--- config.mk ---
export PLATFORM = sky130hd
export DESIGN_NAME = seg7_decode
export DESIGN_NICKNAME = d
export VERILOG_FILES = /design/src/rtl/seg7_pkg.sv /design/src/rtl/seg7_code_lookup.sv /design/src/rtl/seg7_decode.sv
export SDC_FILE = /design/constraint.sdc
export NUM_CORES = 1
export LEC_CHECK = 0
export ABC_AREA = 1
export CORE_ASPECT_RATIO = 1.5
export CORE_MARGIN = 1.5
export CORE_UTILIZATION = 40
export CTS_CLUSTER_DIAMETER = 50
export CTS_CLUSTER_SIZE = 24
export DETAILED_ROUTE_END_ITERATION = 16
export PLACE_DENSITY = 0.63
export SETUP_SLACK_MARGIN = 0.1
export SYNTH_ARGS = -nofsm -noshare
export SYNTH_HDL_FRONTEND = slang
export SYNTH_HIERARCHICAL = 1
export SYNTH_SLANG_ARGS = --single-unit
--- constraint.sdc ---
create_clock -name clk -period 2.2 [get_ports clk]
set_input_delay 0.22 -clock clk [delete_from_list [all_inputs] [get_ports clk]]
set_output_delay 0.22 -clock clk [all_outputs]
set_load 0.03 [all_outputs]
--- src/rtl/seg7_pkg.sv ---
// Shared constants for the seven-segment bus decoder: digit-enable bit
// positions on the hex bus, the segment code table and the digit index type.
package seg7_pkg;

  localparam int EN_D1 = 11;
  localparam int EN_D2 = 8;
  localparam int EN_D3 = 7;
  localparam int EN_D4 = 5;

  typedef enum logic [1:0] {
    DIG_D1 = 2'd0,
    DIG_D2 = 2'd1,
    DIG_D3 = 2'd2,
    DIG_D4 = 2'd3
  } digit_t;

  // Entry i is the active-high segment pattern that displays nibble i.
  localparam logic [7:0] SEG_CODES [16] = '{
    8'hEB, 8'h28, 8'hB3, 8'hBA, 8'h78, 8'hDA, 8'hDB, 8'hA8,
    8'hFB, 8'hFA, 8'hF9, 8'h5B, 8'hC3, 8'h3B, 8'hD3, 8'hD1
  };

endpackage

--- src/rtl/seg7_code_lookup.sv ---
// Combinational reverse lookup from a segment pattern to its hex nibble.
import seg7_pkg::*;

module seg7_code_lookup (
  input  logic [7:0] seg,
  output logic [3:0] nibble,
  output logic       hit
);

  always_comb begin
    nibble = 4'h0;
    hit    = 1'b0;
    for (int i = 0; i < 16; i++) begin
      if (seg == SEG_CODES[i]) begin
        nibble = 4'(i);
        hit    = 1'b1;
      end
    end
  end

endmodule

--- src/rtl/seg7_decode.sv ---
// Recovers a 4-digit value from a multiplexed seven-segment display bus.
// Define SEG7_DECODE_STABLE_EN to require STABLE_CNT identical samples before capture.
import seg7_pkg::*;

module seg7_decode #(
  parameter int STABLE_CNT = 2
) (
  input  logic        clk,
  input  logic        rst,
  input  logic [11:0] hex,
  output logic [15:0] value,
  output logic        value_vld,
  output logic        sel_err,
  output logic        code_err,
  output logic [7:0]  frame_cnt
);

  if (STABLE_CNT < 2 || STABLE_CNT > 15) begin : g_bad_stable_cnt
    $error("seg7_decode: STABLE_CNT must be in 2..15");
  end

  logic [11:0] s1;
  logic [3:0]  seen;
  logic [3:0]  shadow [4];
  logic [3:0]  merged [4];
  logic [3:0]  en_n;
  logic [7:0]  seg;
  logic [3:0]  nibble;
  logic        hit;
  logic        single;
  logic        multi;
  logic        stable;
  digit_t      idx;
  logic [3:0]  dig_mask;
  logic [15:0] frame_value;

  // en_n bit i belongs to digit i (D1..D4), still active low.
  assign en_n = {s1[EN_D4], s1[EN_D3], s1[EN_D2], s1[EN_D1]};
  assign seg  = {s1[10], s1[9], s1[6], s1[4], s1[3], s1[2], s1[1], s1[0]};

  seg7_code_lookup u_lookup (
    .seg    (seg),
    .nibble (nibble),
    .hit    (hit)
  );

  always_comb begin
    idx    = DIG_D1;
    single = 1'b0;
    multi  = 1'b0;
    case (en_n)
      4'b1110: begin idx = DIG_D1; single = 1'b1; end
      4'b1101: begin idx = DIG_D2; single = 1'b1; end
      4'b1011: begin idx = DIG_D3; single = 1'b1; end
      4'b0111: begin idx = DIG_D4; single = 1'b1; end
      4'b1111: ;
      default: multi = 1'b1;
    endcase
  end

  assign dig_mask = 4'b0001 << idx;

  // The completing digit is not yet in its shadow, so splice it in here.
  always_comb begin
    for (int i = 0; i < 4; i++) begin
      merged[i] = (2'(i) == idx) ? nibble : shadow[i];
    end
    frame_value = {merged[0], merged[1], merged[2], merged[3]};
  end

`ifdef SEG7_DECODE_STABLE_EN
  // Counts samples of the current S1 value; saturates one past the
  // threshold so a long run captures exactly once.
  logic [4:0] stab_cnt;

  always_ff @(posedge clk) begin
    if (rst) begin
      stab_cnt <= 5'd0;
    end else if (hex != s1) begin
      stab_cnt <= 5'd1;
    end else if (stab_cnt <= 5'(STABLE_CNT)) begin
      stab_cnt <= stab_cnt + 5'd1;
    end
  end

  assign stable = (stab_cnt == 5'(STABLE_CNT));
`else
  assign stable = 1'b1;
`endif

  always_ff @(posedge clk) begin
    if (rst) begin
      s1        <= 12'hFFF;
      seen      <= 4'h0;
      value     <= 16'h0000;
      value_vld <= 1'b0;
      sel_err   <= 1'b0;
      code_err  <= 1'b0;
      frame_cnt <= 8'h00;
      for (int i = 0; i < 4; i++) shadow[i] <= 4'h0;
    end else begin
      s1        <= hex;
      value_vld <= 1'b0;
      sel_err   <= 1'b0;
      code_err  <= 1'b0;
      if (multi) begin
        sel_err <= 1'b1;
      end else if (single && !hit) begin
        code_err  <= 1'b1;
        seen[idx] <= 1'b0;
      end else if (single && stable) begin
        shadow[idx] <= nibble;
        if ((seen | dig_mask) == 4'hF) begin
          value     <= frame_value;
          value_vld <= 1'b1;
          frame_cnt <= frame_cnt + 8'd1;
          seen      <= 4'h0;
        end else begin
          seen <= seen | dig_mask;
        end
      end
    end
  end

endmodule

After elaboration in Yosys (flattened, before gate mapping)
Memories as Yosys holds them, arrays and structs flattened. A register that Yosys moved wholly into a read port is not among the register bits.
Cells that the tools add are included.
- output and inout port bits: 27
- logic and storage cells: 101
- input bits: 14
- memory bits (writable): 16
- register bits after elaboration: 27
- memories kept: 1
- mux-type cells: 51
- reductions and logical operators: 11
- $add $sub $neg: 1
- bitwise gates (word level): 6
- equality and inequality tests: 22
- $lt $le $gt $ge: 2
- shifts and indexed selects: 1
- memories (memory ; words ; bits a word ; read ports ; clocked after Yosys merged registers in ; write ports ; RTL line ; RTL):
    shadow ; 4 ; 4 ; 4 ; 4 ; 4 ; seg7_decode.sv:24 ; logic [3:0] shadow [4];
- operators with widths (operator ; count):
    $eq A8 B8 Y1 const B ; 12
    $mux W4 ; 12
    $mux W1 ; 30
    $eq A4 B4 Y1 const B ; 5
    $eq A8 B6 Y1 const B ; 2
    $eq A8 B7 Y1 const B ; 2
    $mux W3 ; 4
    $reduce_or A4 Y1 ; 3
    $add A8 B1 Y8 const B ; 1
    $mux W2 ; 3
    $pmux W2 S3 ; 1
    $reduce_or A5 Y1 ; 1
    $and A4 B4 Y4 ; 1
    $eq A4 B3 Y1 const B ; 1
    $not A4 Y4 ; 1
    $or A4 B4 Y4 ; 1
    $reduce_and A4 Y1 ; 1
    $shl A1 B2 Y4 const A ; 1
    $lt A2 B3 Y1 const B ; 1
    $not A1 Y1 ; 3
    $demux W1 S2 ; 1
    $ge A2 B1 Y1 const B ; 1
    $logic_and A1 B1 Y1 ; 2
    $reduce_and A2 Y1 ; 1
    other kinds (3) ; 3

Longest topological paths before layout
- word-level depth: 25
- gate-level depth with buffers: 15
- mapped depth without buffers: 14

Modules after synthesis
Netlist, hierarchy kept.
- modules (own cells, without submodules) (module ; area an instance (um2) ; times used ; cells an instance):
    seg7_decode ; 2548.7 ; 1 ; 312
    seg7_code_lookup ; 300.3 ; 1 ; 64

Worst setup path before layout
No wires, ideal clock.
- path kind: register -> register
- start: register s1[1]
- end: register value[0], read port of shadow
- cell stages (with the launch flop): 13
- library setup time: 0.117 ns
- data arrival time: 2.064 ns
- clock period less this slack: 2.182 ns
- path buffers: 1
- setup slack: 0.018 ns
- data required time: 2.083 ns
- cell sequence: dfxtp_1 > inv_2 > nor3_4 > nand4_1 > nand3_1 > nor2_1 > nand2_1 > buf_2 > inv_1 > o21ai_0 > o21ai_0 > nor2_1 > nor2_1
- cells in the longest elaborated chain, start to end: 21
- ends and longest elaborated chain (item ; RTL line ; RTL):
    start, declared ; seg7_decode.sv:22 ; logic [11:0] s1;
    start signal, assigned ; seg7_decode.sv:93 ; s1 <= 12'hFFF;
    start signal, assigned ; seg7_decode.sv:102 ; s1 <= hex;
    $eq A8 B8 Y1 ; seg7_code_lookup.sv:14 ; if (seg == SEG_CODES[i]) begin
    $mux W1 (15 in series) ; seg7_code_lookup.sv:14 ;
    $mux W1 (*) ; seg7_code_lookup.sv:14 ;
    via hit ; seg7_decode.sv:29 ; logic hit;
    $logic_not A1 Y1 (*) ; seg7_decode.sv:108 ; end else if (single && !hit) begin
    $logic_and A1 B1 Y1 (*) ; seg7_decode.sv:108 ;
    $not A1 Y1 (no line) (*) ; n/a ;
    $reduce_and A4 Y1 (no line) (*) ; n/a ;
    end, declared ; seg7_decode.sv:11 ; output logic [15:0] value,
The timed path passes the listed nets; every way through them passes the cells marked *.
A chain may end at the register's enable or synchronous reset.

==> impl_summary.md <==
Run status
The flow ran to the end, and the final reports show no timing, DRC or antenna violations.

Yosys
Among all flip-flop cells after synthesis, the most frequent one is dfxtp_1. The count of yosys warnings during synthesis is 6. The share of the Yosys chip area taken by registers is 0.4708. The most repeated cell in the gate-level netlist after synthesis is nand2_1. The number of register bits inferred by synthesis is 59. The count of different cell masters after synthesis is 30. Summing every instance area after synthesis gives 2849 sq um. The net count after synthesis is 391. By area the synthesized netlist is led by dfxtp_1, edfxtp_1, nand2_1. Of all cell types, the one taking the most synthesized area is dfxtp_1. The synthesized instance count is 376.

In the synthesized netlist, the cells that appear most often are nand2_1, nor2_1, inv_1. The share of synthesized area in the top cell type comes to 0.3022. In this run, synthesis inferred 16 flip-flops with an integrated enable. The fraction of registers with async set or reset after synthesis is 0.

The mean area per synthesized cell is 7.577 sq um.

Setup path
At the worst endpoint, the arrival time is 2040 ps. The worst setup path is of the reg2reg kind. Broken down by cell family, the worst path's largest delay share belongs to simple AND/OR/NAND/NOR gates. STA puts the critical path data required time at 2240 ps. The critical path contains buffers and inverters numbering 2 combined. The startpoint type of the worst setup path is a flop. The highest-delay cell along the critical path is dfxtp_2. Walking the worst path, the cells encountered are inv_2 -> nand2_4 -> nor3_4 -> nand4_1 -> nand3_2 -> nor2_4 -> nand2_4 -> buf_4 -> nand4_1 -> nand2_1. The highest fanout seen on the critical path is 5. STA classifies the critical path endpoint as a flop.

The largest single stage delay on the critical path is 330 ps.

Power
Of the total power, the share spent switching nets is 0.2461. IR analysis of the VDD net gives a maximum drop of 338.3 uV. The share of power burned in combinational logic is 0.102. The total net switching power is 581.8 uW.

The clock share of power is 0.405. The register share of total power is 0.494. The leakage power total is 0.001714 uW. The power per cell area is 624.8 nW/um^2. The internal power consumption is 1782 uW.

STA
The final clock skew is 8.285 ps. In the final timing run, aggregate negative setup slack is 0 ps. The max-slew violation count is 0.

The minimum clock period after layout is 1999 ps. The final setup violation count is 0. Dividing the final minimum period by the clock period gives 0.9087.

The maximum clock frequency is 500.2 MHz. The transition at the pin with the smallest max-transition slack is 360.5 ps. The worst slew margin relative to its limit is 0.7594. The number of failing hold endpoints at the final stage is 0. Setup repair after global routing left no endpoint under its margin.

Min path
The path class of the tightest hold or removal check is in2reg.

CTS
The clock tree buffer depth is 2. The CTS clock-pin slew for the worst setup and hold paths is 60 ps. CTS placed an instance of clkbuf_8 at the clock tree root. The CTS tree is yes. The worst-skew pair later-pin latency is 350 ps.

The number of levels the H-tree was split into is 3. The clock sink total is 59. Counting the buffers created by CTS gives 9.

Drt
In the final routed layout, each cell accounts on average for 12.70 microns. Summed over all layers, the routed wires come to 6631 microns. After the first detailed-routing iteration, the DRC count stood at 92. In the routed design, unresolved DRC markers number 0. The first TritonRoute pass finished after 4 iterations. The final route contains 2588 vias.

After detailed routing, the number of vias per cell comes to 4.958. The final antenna-violating net count is 0.

Layout
The growth of design area from synthesis to finish is 32.81%. Fill cells in the final layout number 681. The core utilization of the finished layout is 0.5485. The number of nets in the final layout is 454. The antenna cell count is 0. Of the cells placed in the final design, the portion with a size suffix greater than 1 is 0.2140.

Floorplanning
The core region is 6898 sq um. The floorplan has 37 rows. The height of the chip is 106.4 microns. The width of the die is 71.91 microns. The die covers 7648 sq um. The starting utilization of the core area is 0.4130. The number of ports placed on the die boundary is 41.

Place
Port buffering added 40 buffers. The final weighted congestion in routability-driven placement is 0.8901. Detailed placement finished with a half-perimeter wire length of 5003 microns.

Global route
The total routing usage reported by global routing is 0.1919. The global-route wire length before repair is 11140 microns. Entering global routing, the biggest net connects 25 pins. The total overflow left after global routing is 0.

The number of global-route vias before repair was 2471. The number of antenna violations at the first check in global routing is 0.

Flow run
The number of max-cap violations is 0.
[cell usage in the layout, fill, tap and decap left out, types with 2 or more instances in the layout]
| cell | Yosys | routed |
|---|---|---|
| nand2_1 | 75 | 69 |
| nor2_1 | 65 | 54 |
| inv_1 | 49 | 47 |
| clkdlybuf4s50_1 | 0 | 40 |
| dfxtp_1 | 43 | 37 |
| o21ai_0 | 19 | 17 |
| buf_4 | 0 | 17 |
| nand4_1 | 16 | 16 |
| a21oi_1 | 16 | 16 |
| edfxtp_1 | 16 | 16 |
| nand3_1 | 18 | 14 |
| or2_2 | 12 | 12 |
| nor2_2 | 2 | 11 |
| clkbuf_8 | 0 | 11 |
| nand2_2 | 3 | 8 |
| inv_2 | 4 | 6 |
| nand3_2 | 3 | 6 |
| dfxtp_2 | 0 | 6 |
| o21ai_1 | 3 | 5 |
| nand2_4 | 3 | 4 |
| xnor2_1 | 4 | 4 |
| nor2_4 | 1 | 3 |
| nor3_1 | 4 | 3 |
| clkbuf_1 | 4 | 3 |
| buf_12 | 0 | 3 |
| a211oi_1 | 2 | 2 |
| xor2_1 | 2 | 2 |
| buf_6 | 3 | 2 |
[power by group through the flow]
| stage | Clock, uW | Combinational (uW) | Sequential, uW |
|---|---|---|---|
| after global placement | 0 | 217 | 1190 |
| after global routing | 1030 | 264 | 1170 |
| after detailed placement | 0 | 220 | 1190 |
| after CTS | 981 | 223 | 1160 |
| final | 957 | 240 | 1170 |
| after floorplan | 0 | 131 | 1190 |
[sequential cells by signal, indices dropped and copies added (netlist names)]
signal / count
code_err: 1
frame_cnt: 8
s1: 12
seen: 4
sel_err: 1
shadow: 16
value: 16
value_vld: 1
[cell type report]
class / instances / area, sq um / area share
repair buffers: 62 / 610.6 / 0.1614
clock inverters: 1 / 5.005 / 0.001323
flip-flops and latches: 59 / 1349 / 0.3565
inverters: 53 / 198.9 / 0.05258
multi-input cells: 254 / 1335 / 0.3528
well taps: 78 / 97.59 / 0.02579
clock buffers: 15 / 187.7 / 0.04960
[kinds of logic (layout without fill, tap and decap cells)]
group	count (synthesis)	after routing	synth area share
compound gates	42	42	0.07729
xor+xnor	6	6	0.01845
fa+ha+maj	1	1	0.004391
buf+inv	63	131	0.09222
flops	59	59	0.4708
simple gates	205	205	0.3369
[final timing paths]
| path | depth (start not counted) | startpoint | slack [ps] | endpoint |
|---|---|---|---|---|
| worst max-delay path | 10 | s1[2]$_SDFF_PP1_ | 200 | shadow[0][3]$_SDFFCE_PN0P_ |
| worst min-delay path | 2 | hex[11] | 430 | s1[11]$_SDFF_PP1_ |
| worst max register to register | 10 | s1[2]$_SDFF_PP1_ | 200 | shadow[0][3]$_SDFFCE_PN0P_ |
| worst min register to register | 2 | seen[0]$_SDFFE_PP0P_ | 470 | seen[0]$_SDFFE_PP0P_ |
[metal layers]
| layer | global-route usage | up-vias | share of wire | wire length [microns] |
|---|---|---|---|---|
| met5 | 0 | - | 0 | 0 |
| met4 | 0.1213 | 0 | 0.033 | 221 |
| met3 | 0.02938 | 17 | 0.036 | 239 |
| met2 | 0.3545 | 57 | 0.54 | 3587 |
| met1 | 0.1944 | 1182 | 0.39 | 2582 |
| li1 | - | 1332 | - | - |
[repair_timing]
| action | 4_1_cts | 5_1_grt |
|---|---|---|
| setup endpoints to repair | 13 | 51 |
| pin swaps | 1 | 10 |
| hold buffers | 0 | 0 |
| gates resized for setup | 3 | 34 |
| buffers inserted | 0 | 3 |
| endpoints found under the hold margin | 0 | 0 |
[per-stage QoR]
step                instances  setup slack [ps]  instance area (sq um)  hold slack, ps  total power (uW)
global route              522             67.43                   3784           431.7              2466
global placement          503            -13.65                   3463           459.2              1404
finish                    522             200.9                   3784           429.5              2364
detailed placement        503            -15.26                   3463           460.8              1408
CTS                       519             118.6                   3667           418.8              2368
floorplan                 376             211.0                   2849           323.8              1323
Note: power is estimated with default switching activity, not from simulation.
